## config.mk

```make
export PLATFORM = sky130hd
export DESIGN_NAME = apb_master_bridge
export DESIGN_NICKNAME = d
export VERILOG_FILES = /design/src/rtl/apb_master_bridge.sv
export SDC_FILE = /design/constraint.sdc
export NUM_CORES = 1
export LEC_CHECK = 0
export CELL_PAD_IN_SITES_DETAIL_PLACEMENT = 0
export CELL_PAD_IN_SITES_GLOBAL_PLACEMENT = 1
export CORE_UTILIZATION = 29
export DETAILED_ROUTE_END_ITERATION = 7
export PLACE_DENSITY = 0.84
export SLEW_MARGIN = 20
export SYNTH_ARGS = -nofsm -noshare
export SYNTH_HDL_FRONTEND = slang
export SYNTH_SLANG_ARGS = --single-unit
```

## constraint.sdc

```tcl
create_clock -name pclk -period 2.07 [get_ports pclk]
set_input_delay 0.414 -clock pclk [delete_from_list [all_inputs] [get_ports pclk]]
set_output_delay 0.414 -clock pclk [all_outputs]
set_load 0.01 [all_outputs]
```

## src/rtl/apb_master_bridge.sv

```systemverilog
// APB master bridge: turns simple request-port transfers into SETUP/ACCESS APB cycles
// towards two slaves, with a wait-state timeout guarding against a hung slave.
module apb_master_bridge #(
  parameter int unsigned AW      = 9,
  parameter int unsigned DW      = 8,
  parameter int unsigned TIMEOUT = 16
) (
  input  logic          pclk,
  input  logic          presetn,
  input  logic          transfer,
  input  logic          read_write,
  input  logic [AW-1:0] apb_write_paddr,
  input  logic [AW-1:0] apb_read_paddr,
  input  logic [DW-1:0] apb_write_data,
  output logic [DW-1:0] apb_read_data_out,
  output logic          rd_valid,
  output logic          err_out,
  output logic          psel1,
  output logic          psel2,
  output logic          penable,
  output logic          pwrite,
  output logic [AW-1:0] paddr,
  output logic [DW-1:0] pwdata,
  input  logic [DW-1:0] prdata,
  input  logic          pready,
  input  logic          pslverr
);

  localparam int unsigned CntW = $clog2(TIMEOUT + 1);

  typedef enum logic [1:0] {StIdle, StSetup, StAccess} state_e;

  state_e          state_q;
  logic [CntW-1:0] wait_q;

  logic [AW-1:0] req_addr;
  logic          timeout_hit;
  logic          done;
  logic          capture;

  always_comb begin
    req_addr    = read_write ? apb_read_paddr : apb_write_paddr;
    timeout_hit = !pready && (wait_q == CntW'(TIMEOUT - 1));
    done        = (state_q == StAccess) && (pready || timeout_hit);
    // Requests are only accepted in IDLE or on the edge that completes an ACCESS.
    capture     = transfer && ((state_q == StIdle) || done);
  end

  always_ff @(posedge pclk or negedge presetn) begin
    if (!presetn) begin
      state_q           <= StIdle;
      wait_q            <= '0;
      apb_read_data_out <= '0;
      rd_valid          <= 1'b0;
      err_out           <= 1'b0;
      psel1             <= 1'b0;
      psel2             <= 1'b0;
      penable           <= 1'b0;
      pwrite            <= 1'b0;
      paddr             <= '0;
      pwdata            <= '0;
    end else begin
      rd_valid <= 1'b0;
      err_out  <= 1'b0;

      unique case (state_q)
        StIdle: begin
          if (transfer) begin
            state_q <= StSetup;
          end
        end
        StSetup: begin
          penable <= 1'b1;
          state_q <= StAccess;
        end
        StAccess: begin
          if (done) begin
            wait_q  <= '0;
            penable <= 1'b0;
            if (pready && !pslverr) begin
              if (!pwrite) begin
                apb_read_data_out <= prdata;
                rd_valid          <= 1'b1;
              end
            end else begin
              err_out <= 1'b1;
            end
            if (transfer) begin
              state_q <= StSetup;
            end else begin
              psel1   <= 1'b0;
              psel2   <= 1'b0;
              state_q <= StIdle;
            end
          end else begin
            wait_q <= wait_q + 1'b1;
          end
        end
        default: state_q <= StIdle;
      endcase

      // Loading here overrides the psel clear above on a back-to-back completion.
      if (capture) begin
        pwrite <= ~read_write;
        paddr  <= req_addr;
        pwdata <= apb_write_data;
        psel1  <= ~req_addr[AW-1];
        psel2  <= req_addr[AW-1];
      end
    end
  end

endmodule

```

=== Yosys cells after proc, flatten, opt, wreduce, memory -nomap -nowiden ===
Cells that the tools add are included.

* ROM bits: 0
* Bits of input ports: 40
* Register bits after elaboration: 38
* Memories kept: 0
* Logic and storage cells: 57
* RAM bits: 0
* Output and inout bits: 31
* Latch bits: 0

* Muxes and demuxes: 20
* Shifts and indexed selects: 0
* Equal/unequal tests: 6
* Bitwise logic cells: 3
* Order comparisons: 0
* Add/subtract/negate cells: 1
* $mul: 0
* Reductions and logical operators: 16
* Divide/modulo/power cells: 0

{| class="wikitable"
|+ Operator list
! operator !! number
|-
| $mux W1 || 14
|-
| $mux W9 || 1
|-
| $pmux W2 S3 || 1
|-
| $reduce_bool A2 Y1 || 3
|-
| $add A5 B1 Y5 const B || 1
|-
| $eq A5 B4 Y1 const B || 1
|-
| $mux W5 || 1
|-
| $logic_and A1 B1 Y1 || 4
|-
| $mux W2 || 2
|-
| $ne A2 B2 Y1 const B || 2
|-
| $reduce_and A2 Y1 || 2
|-
| $reduce_and A4 Y1 || 1
|-
| $not A1 Y1 || 3
|-
| $reduce_and A3 Y1 || 1
|-
| $eq A2 B1 Y1 const B || 1
|-
| $eq A2 B2 Y1 const B || 1
|-
| $logic_not A1 Y1 || 2
|-
| $logic_not A2 Y1 || 1
|-
| $logic_or A1 B1 Y1 || 2
|-
| $ne A2 B1 Y1 const B || 1
|-
| $pmux W1 S2 || 1
|}

=== Depth between registers and ports, before layout ===
* Depth after elaboration: 8
* Depth in mapped cells: 7
* Gate-level depth less buffers: 6

=== Worst setup path after synthesis ===
OpenSTA, ideal clock, no wires.

* Path kind: register to register
* Start: register wait_q[0]
* End: register pwdata[0]
* Path buffers: 1
* Clock period less this slack: 1.942 ns
* Setup slack: 0.128 ns
* Stages on the path, launching flop included: 8
* Data required time: 1.945 ns
* Library setup time: 0.125 ns
* Arrival time: 1.817 ns
* Path through: dfrtp_1 -> ha_1 -> and3_1 -> ha_1 -> nor3b_2 -> nor3b_2 -> buf_2 -> mux2_2

* Word-level cells in the longest chain between the ends: 6

{| class="wikitable"
|+ RTL lines
! item !! line !! text
|-
| start, declared || 34 || <nowiki>logic [CntW-1:0] wait_q;</nowiki>
|-
| start signal, assigned || 96 || <nowiki>wait_q <= wait_q + 1'b1;</nowiki>
|-
| $eq A5 B4 Y1 || 43 || <nowiki>timeout_hit = !pready && (wait_q == CntW'(TIMEOUT - 1));</nowiki>
|-
| $logic_and A1 B1 Y1 || 43 ||
|-
| $logic_or A1 B1 Y1 || 44 || <nowiki>done = (state_q == StAccess) && (pready || timeout_hit);</nowiki>
|-
| $logic_and A1 B1 Y1 || 44 ||
|-
| $logic_or A1 B1 Y1 || 46 || <nowiki>capture = transfer && ((state_q == StIdle) || done);</nowiki>
|-
| $logic_and A1 B1 Y1 || 46 ||
|-
| end signal, assigned || 106 || <nowiki>pwdata <= apb_write_data;</nowiki>
|-
| end, declared || 23 || <nowiki>output logic [DW-1:0] pwdata,</nowiki>
|}

No other way between the ends.
A chain may end at the register's enable or synchronous reset.

=== Worst setup path in the final report ===
* Start: register wait_q[1]
* End: register paddr[4]

* Word-level cells in the longest chain between the ends: 6

{| class="wikitable"
|+ RTL lines
! item !! line !! text
|-
| $eq A5 B4 Y1 || 43 ||
|-
| $logic_and A1 B1 Y1 || 43 ||
|-
| $logic_or A1 B1 Y1 || 44 ||
|-
| $logic_and A1 B1 Y1 || 44 ||
|-
| $logic_or A1 B1 Y1 || 46 ||
|-
| $logic_and A1 B1 Y1 || 46 ||
|-
| end signal, assigned || 105 || <nowiki>paddr <= req_addr;</nowiki>
|-
| end, declared || 22 || <nowiki>output logic [AW-1:0] paddr,</nowiki>
|}

No other way between the ends.

==> summary.md <==
| Metric | Value |
|---|---|
| Status | `complete, no violations` |
| R2R depth | `7` |
| Clock latency on the worst-skew pair | `0.28 ns` |
| Hold_buf cts | `0` |
| Fin crit share | `0.935` |
| Top achievable clock speed | `517 MHz` |
| Seq/Total Area, Yosys | `0.580` |
| RSZ-0062 raised after global routing | `false` |
| CTS H-tree depth | `2` |
| Worst path cell trace | `ha_1 -> and3_1 -> ha_1 -> nor3b_4 -> nor3b_4 -> buf_12 -> mux2_2` |
| Yosys warnings | `0` |
| Area fraction of the dominant cell type after synthesis | `0.580` |
| First-pass GRT wire length | `5800 um` |
| Syn Nets | `156` |
| Global route hottest layer | `met2` |
| Met1 Use GR | `0.144` |
| Row count | `27` |
| Total power | `2.56 mW` |
| Dominant synthesized flop cell | `dfrtp_1` |
| # fillers | `518` |
| HPWL after detailed placement | `2450 um` |
| Count leader, synth | `dfrtp_1` |
| Clock skew | `0.00331 ns` |
| Top cells by area, synth | `dfrtp_1, mux2_2, mux2_4` |
| Util after Layout | `0.469` |
| Setup crit end kind | `flip-flop` |
| Largest net degree at the start of global routing | `32` |
| Pre-Repair DR Iteration Count | `4` |
| Layout cells sized above 1 | `0.267` |
| P per Cell Area | `999 nW/um^2` |
| Vias in the first global route | `1237` |
| Routed length per instance | `12.6 um` |
| DR iter-0 viols | `33` |
| Die height | `77.2 um` |
| Critical path startpoint category | `flip-flop` |
| Setup TNS | `0 ns` |
| Maxcap violations | `0` |
| Switch Pwr | `713 uW` |
| CP Data Arrival Time | `2.11 ns` |
| Sw Share | `0.278` |
| Vias per cell | `4.34` |
| Sink Count | `38` |
| GRT Total Usage | `0.125` |
| Peak supply drop | `0.509 mV` |
| Sequential Power Share | `0.431` |
| Tightest Pin Transition | `0.663 ns` |
| Leakage Power | `1.12 nW` |
| I/O Buffers | `70` |
| Synth Cell Area | `1640 um^2` |
| DIE WIDTH | `77.2 um` |
| Reg clk slew, reported paths | `0.07 ns` |
| Comb pwr share | `0.384` |
| Clock Power Share | `0.186` |
| Post-synth ARST share | `1.00` |
| CP max stage cell | `dfrtp_1` |
| Worst-path fanout max | `21` |
| Tightest Hold Check Type | `input pin to async pin` |
| Max transition margin | `0.558` |
| Max Transition Viols Final | `0` |
| Met2 usage | `0.213` |
| Post-CTS Setup Inserts | `0` |
| Antenna Nets Post-Route | `0` |
| N_diodes | `0` |
| Initial antenna violation count | `0` |
| Core area | `5470 um^2` |
| Finished layout cell area | `2560 um^2` |
| Total grt overflow | `0` |
| CTS tree | `built` |
| Area Overhead vs Synth | `56.4%` |
| Clock Path Buffers | `2` |
| Vias | `1158` |
| CTS buffer count | `5` |
| CTS root buf | `clkbuf_8` |
| Final Hold Vio Count | `0` |
| Synth unique cells | `25` |
| Syn Area/Cell | `14.4 um^2` |
| Fin nets | `237` |
| Int Pwr | `1.85 mW` |
| I/O pin count | `71` |
| Met3 Use GR | `0.0440` |
| Minimum clock period | `1.93 ns` |
| FF+latch count, synth | `38` |
| # setup viols final | `0` |
| GP Congestion | `0.711` |
| Area of the die | `5960 um^2` |
| Post-synth EDFFs | `0` |
| Required @ worst endpoint | `2.24 ns` |
| Final wirelength | `3360 um` |
| Commonest cells in the synthesized netlist | `dfrtp_1, mux2_2, mux2_4` |
| WS Path Type | `flip-flop to flip-flop` |
| Initial core utilization | `0.300` |
| # DRC | `0` |
| Placed cell areas | `2480 um^2` |
| Max incr delay on CP | `0.41 ns` |
| Cell count after synthesis | `114` |
| Post-synth top area cell | `dfrtp_1` |
-- critical path: cells and delay by family, from the launching register on --
| kind | cells | cell delay [ns] |
|---|---|---|
| buffers and inverters | 1 | 0.16 |
| adders and majority gates | 2 | 0.44 |
| and+or+nand+nor | 3 | 0.54 |
| muxes | 1 | 0.27 |
| DFF | 1 | 0.41 |
-- stage by stage --
stage / hold slack (ns) / instances / worst slack (ns)
floorplan: 0.118 / 114 / 0.128
global placement: 0.465 / 260 / 0.0736
detailed placement: 0.483 / 260 / 0.0875
CTS: 0.185 / 267 / 0.0926
global route: 0.218 / 267 / 0.00588
finish: 0.161 / 267 / 0.135
-- logic make-up after synthesis --
family / share of synthesized area
mux: 0.263
flops: 0.580
compound gates: 0.0542
fa+ha+maj: 0.0153
buf+inv: 0.0290
simple gates: 0.0587
-- state kept, by name, indices dropped and copies added, names as in the netlist, 2 cells and up --
| register | cells |
|---|---|
| apb_read_data_out | 8 |
| paddr | 9 |
| state_q | 2 |
| wait_q | 5 |
| pwdata | 8 |
-- cell type report --
type / instances / area (um^2) / area share
inverter: 6 / 22.5 / 0.00878
clock inverter: 2 / 10.0 / 0.00390
clock buffer: 5 / 68.8 / 0.0268
sequential: 38 / 951 / 0.371
multi-input combinational: 66 / 654 / 0.255
timing repair buffer: 78 / 768 / 0.300
tap: 72 / 90.1 / 0.0351
-- power groups by stage --
stage                     registers, mW  clock network (mW)  logic (mW)
after floorplan                    1.20                   0       0.329
after global placement             1.11                   0       0.977
after detailed placement           1.11                   0       0.992
after CTS                          1.11               0.496       0.995
after global routing               1.14               0.527        1.06
final                              1.10               0.475       0.983
-- metal layers --
metal | part of all wire | up-vias
met2 | 0.50 | 34
li1 | - | 566
met4 | 0.0045 | 0
met1 | 0.45 | 556
met5 | 0 | -
met3 | 0.054 | 2
-- placed cells by master (no fill, tap or decap), types with 3 or more instances in the layout --
cell and n:
buf_4 7, clkbuf_8 5, clkdlybuf4s50_1 69, dfrtp_1 38, inv_1 6, mux2_2 25, mux2_4 8, mux2i_1 3
nand2_1 3, o21ai_0 7
-- worst paths after layout --
path / startpoint / to / slack, ns
worst max-delay path: wait_q[1] / paddr[4] / 0.14
worst min-delay path: presetn / psel1 / 0.16
worst max register to register: wait_q[1] / paddr[4] / 0.14
worst min register to register: wait_q[3] / wait_q[3] / 0.49
max in group asynchronous: presetn / paddr[2] / 1.34
min in group pclk: wait_q[3] / wait_q[3] / 0.49
-- repair_timing --
action,4_1_cts,5_1_grt
resized for setup,0,1
endpoints found under the setup margin,0,1
hold endpoints to repair,0,0
Power figures use the tool's default switching activity.
